### config.mk
export PLATFORM = sky130hd
export DESIGN_NAME = reg_update_reader
export DESIGN_NICKNAME = d
export VERILOG_FILES = /design/src/rtl/reg_update_reader.sv
export SDC_FILE = /design/constraint.sdc
export NUM_CORES = 1
export LEC_CHECK = 0
export ABC_CLOCK_PERIOD_IN_PS = 3280
export BUFFER_PORTS_ARGS = -buffer_cell sky130_fd_sc_hd__buf_4
export CAP_MARGIN = 20
export CORE_AREA = 2 2 39 41
export DETAILED_ROUTE_END_ITERATION = 8
export DIE_AREA = 0 0 41 43
export GPL_TIMING_DRIVEN = 1
export PLACE_DENSITY = 0.45
export SLEW_MARGIN = 15
export SYNTH_ARGS = -nofsm -noshare
export SYNTH_HDL_FRONTEND = slang
export SYNTH_SLANG_ARGS = --single-unit
### constraint.sdc
create_clock -name CLK -period 3.28 [get_ports CLK]
set_clock_uncertainty 0.05 [all_clocks]
set_input_delay 0.492 -clock CLK [delete_from_list [all_inputs] [get_ports CLK]]
set_output_delay 0.492 -clock CLK [all_outputs]
set_load 0.02 [all_outputs]
### src/rtl/reg_update_reader.sv
// reg_update_reader
//
// Read-side companion for an enable-written register. Snoops the writer's EN/D_IN strobe,
// keeps a registered copy of the last written value and tells a consumer that an update is
// waiting through an EMPTY_N/DEQ handshake. Updates overwritten before the consumer read
// them set the sticky OVF flag and are counted in a saturating DROP_CNT.
//
// Ports:
//   CLK      in   clock, all state updates on posedge
//   RST_N    in   asynchronous active-low reset
//   EN       in   write strobe of the snooped register
//   D_IN     in   value being written to the snooped register
//   DEQ      in   consumer acknowledges the current update
//   CLR      in   clears DROP_CNT
//   D_OUT    out  last captured value (registered)
//   EMPTY_N  out  an update is captured and not yet acknowledged
//   OVF      out  sticky: an unread update was overwritten since the last accepted DEQ
//   DROP_CNT out  saturating count of overwritten unread updates
module reg_update_reader #(
  parameter int unsigned            width = 1,
  parameter logic [width-1:0]       init  = '0,
  parameter int unsigned            cntw  = 4
) (
  input  logic             CLK,
  input  logic             RST_N,
  input  logic             EN,
  input  logic [width-1:0] D_IN,
  input  logic             DEQ,
  input  logic             CLR,
  output logic [width-1:0] D_OUT,
  output logic             EMPTY_N,
  output logic             OVF,
  output logic [cntw-1:0]  DROP_CNT
);

  typedef enum logic [0:0] {StIdle = 1'b0, StPending = 1'b1} state_e;

  state_e            state_q, state_d;
  logic [width-1:0]  data_q, data_d;
  logic              ovf_q, ovf_d;
  logic [cntw-1:0]   cnt_q, cnt_d;
  logic              overwrite;

  // An overwrite is a new write landing on an update nobody has acknowledged yet.
  assign overwrite = (state_q == StPending) && EN && !DEQ;

  always_comb begin
    state_d = state_q;
    data_d  = data_q;
    ovf_d   = ovf_q;

    if (EN) begin
      data_d = D_IN;
    end

    unique case (state_q)
      StIdle: begin
        // DEQ with nothing pending is ignored.
        if (EN) begin
          state_d = StPending;
        end
      end
      StPending: begin
        if (DEQ) begin
          ovf_d = 1'b0;
          // EN together with DEQ consumes the old value and captures the new one.
          if (!EN) begin
            state_d = StIdle;
          end
        end else if (EN) begin
          ovf_d = 1'b1;
        end
      end
      default: begin
        state_d = StIdle;
      end
    endcase
  end

  always_comb begin
    cnt_d = cnt_q;
    if (CLR) begin
      // A drop in the same cycle as the clear must not be lost.
      cnt_d = overwrite ? cntw'(1) : '0;
    end else if (overwrite && (cnt_q != {cntw{1'b1}})) begin
      cnt_d = cnt_q + cntw'(1);
    end
  end

  always_ff @(posedge CLK or negedge RST_N) begin
    if (!RST_N) begin
      state_q <= StIdle;
      data_q  <= init;
      ovf_q   <= 1'b0;
      cnt_q   <= '0;
    end else begin
      state_q <= state_d;
      data_q  <= data_d;
      ovf_q   <= ovf_d;
      cnt_q   <= cnt_d;
    end
  end

  assign D_OUT    = data_q;
  assign EMPTY_N  = (state_q == StPending);
  assign OVF      = ovf_q;
  assign DROP_CNT = cnt_q;

endmodule

==> impl_metrics.csv <==
group,metric,value,unit
outcome,status,"finished clean",
run,max-cap-violations,0,
synthesis,seq_area_frac_synth,50.7,%
power_and_ir_drop,netSwitchingFraction,26.1,%
sta,setup_tns,0,ns
sta,fmax,0.702,GHz
synthesis,synth_seq_cells,7,
setup_path,crit_slowest_cell,"dfrtp_1",
routing,drt_iter0_drc,5,
routing,first_pass_iters,4,
global_route,track_usage,11.4,%
routing,drc,0,
sta,min_period,1.42,ns
global_route,grt_max_degree,8,
power_and_ir_drop,internal_power,0.158,mW
setup_path,slowest_delay,0.44,ns
synthesis,synth_top_family_by_area,"simple AND/OR/NAND/NOR gates",
placement,place_inst,59,
die,coreArea,1380,um^2
setup_path,critPathTopFamily,"flip-flops",
sta,setup_ws,1.86,ns
die,die_h,43,um
finish,syn_to_final_growth,42.4,%
sta,rsz0062_at_grt,"no",
setup_path,cp-end-kind,"primary output",
sta,finalHoldViolations,0,
placement,place_ws,1.85,ns
synthesis,synth_mux_area_share,3.26,%
die,initial_core_util,25.0,%
synthesis,yosysWarningCount,0,
finish,antenna_cells,0,
finish,nFillCells,145,
synthesis,synth.avg_cell_area,11.1,um^2
setup_path,cp_cell_sequence,"buf_4",
routing,wl_per_cell,11.6,um
global_route,antenna_found_initial,0,
setup_path,required,2.74,ns
die,dieArea,1760,um^2
synthesis,synthXorXnorAreaFrac,0,%
clock_tree,cts_buffers,3,
routing,drt_wl_total,741,um
synthesis,synthSimpleGateAreaFrac,20.7,%
power_and_ir_drop,pwr-share-clk,36.3,%
power_and_ir_drop,power_frac_seq,46.0,%
power_and_ir_drop,p_comb_share,17.7,%
power_and_ir_drop,ir_worst_vdd,0.000179,V
synthesis,synth_fa_ha_area_share,3.62,%
setup_path,critPathLaunchType,"register",
power_and_ir_drop,powerDensity,434,nW/um^2
finish,layout.nets,56,
setup_path,path_max_fanout,6,
routing,ant_nets,0,
synthesis,synth_area,345,um^2
global_route,grt_pass1_vias,322,
routing,viasPerCell,4.92,
routing,via_count,315,
die,io_pins,13,
finish,finalNonFillerCells,64,
min_path,hold_path.class,"input pin to register",
sta,period_share,43.4,%
setup_path,critPathKind,"register to primary output",
die,rows,14,
sta,slew_violations,0,
power_and_ir_drop,power.total,0.213,mW
die,die_w,41,um
clock_tree,cts.clk_slew.worst_paths,0.06,ns
clock_tree,post_cts_buffers,0,
placement,port_buffers,12,
power_and_ir_drop,switchingPower,0.0557,mW
placement,gp_congestion,0.594,
global_route,gr-total-overflow,0,
clock_tree,cts_tree,"done",
clock_tree,cts_buffer_depth,2,
sta,setup_violations,0,
finish,drive_gt1_share,39.6,%
clock_tree,htreeDepth,1,
global_route,grt_pass1_wl,1320,um
synthesis,synth_compound_area_share,19.6,%
clock_tree,clock_latency,0.25,ns
setup_path,critical_path_arrival,0.88,ns
synthesis,ys_types,17,
power_and_ir_drop,leakage,0.234,nW
sta,maxSlewHeadroom,81.5,%
placement,dp_hpwl,580,um
clock_tree,root_buffer,"clkbuf_4",
synthesis,synth_nets,38,
clock_tree,clock_sinks,7,
sta,worst_pin_slew,0.273,ns
setup_path,cp.buffers_inverters,1,
synthesis,synthCells,31,
sta,hold_ws,0.378,ns
==> final timing paths <==
check                                         from  cells past startpoint  slack [ns]                 endpoint
setup / recovery                 EMPTY_N$_DFF_PN0_                      1        1.86                  EMPTY_N
hold / removal                                 CLR                      2        0.38  DROP_CNT[1]$_DFFE_PN0P_
setup reg to reg           DROP_CNT[0]$_DFFE_PN0P_                      4        1.93  DROP_CNT[3]$_DFFE_PN0P_
hold reg to reg                  D_OUT$_DFFE_PN0P_                      1        0.46        D_OUT$_DFFE_PN0P_
max in group asynchronous                    RST_N                      2        2.49        D_OUT$_DFFE_PN0P_
min in group asynchronous                    RST_N                      2        0.56          OVF$_DFFE_PN0P_
==> cell families after synthesis <==
family	Yosys count
AOI/OAI and AO/OA	11
and+or+nand+nor	9
DFF	7
buffers and inverters	2
muxes	1
adders and majority gates	1
==> cell usage after synthesis (all sizes together) <==
library cell  count  area, um^2
or3               2        12.5
nand2             1        3.75
inv               2        7.51
nand3b            2        27.5
a21oi             5        25.0
o21ai             2        10.0
o311ai            1        8.76
nand3             1        5.00
ha                1        12.5
dfrtp             7         175
a21o              1        8.76
and3              1        6.26
mux2              1        11.3
o31ai             2        15.0
and3b             1        10.0
nor2b             1        6.26
==> flip-flops by register name, summed over array words and instances, names as in the netlist <==
| register | count |
|---|---|
| DROP_CNT | 4 |
| D_OUT | 1 |
| EMPTY_N | 1 |
| OVF | 1 |
==> layer usage <==
metal / GRT usage [%] / vias up / part of all wire, %
li1: - / 152 / -
met4: 10.0 / 0 / 1.1
met5: 0 / - / 0
met3: 3.14 / 2 / 7.2
met2: 16.6 / 10 / 51
met1: 12.9 / 151 / 41
==> layout by cell type (no fill, tap or decap) <==
cell type	instances
a21o_2	1
buf_4	12
or3_1	2
and3b_2	1
mux2_2	1
nand2_1	1
nor2b_1	1
nand3_1	1
a21oi_1	5
o21ai_0	2
inv_1	2
o31ai_1	2
dfrtp_1	7
clkbuf_1	1
ha_1	1
nand3b_4	1
nand3b_1	1
dlygate4sd3_1	1
clkbuf_4	3
o311ai_0	1
and3_1	1
==> stage by stage <==
stage / area (um^2) / util (%)
floorplan: 345 / -
global placement: 455 / 32.9
detailed placement: 455 / 32.9
CTS: 492 / 35.5
global route: 492 / 35.5
finish: 492 / 35.5
==> power by group through the flow <==
stage	Sequential, mW	Clock, mW	Combinational, mW
CTS	0.0982	0.0812	0.0383
detailed placement	0.0996	0	0.0374
global placement	0.0992	0	0.0367
finish	0.0981	0.0774	0.0378
global route	0.0991	0.0873	0.0415
floorplan	0.106	0	0.0104
==> repair_timing <==
item / in CTS / in global routing
resized for setup: 0 / 0
hold endpoints to repair: 7 / 0
hold buffers: 1 / 0
==> final cells by class <==
class	count	area (um^2)	area share (%)
Sequential cell	7	175	35.6
Multi-Input combinational cell	22	163	33.1
Timing Repair Buffer	13	100	20.4
Clock buffer	4	26.3	5.34
Tap cell	16	20.0	4.07
Inverter	2	7.51	1.53
Note: power is estimated with default switching activity, not from simulation.
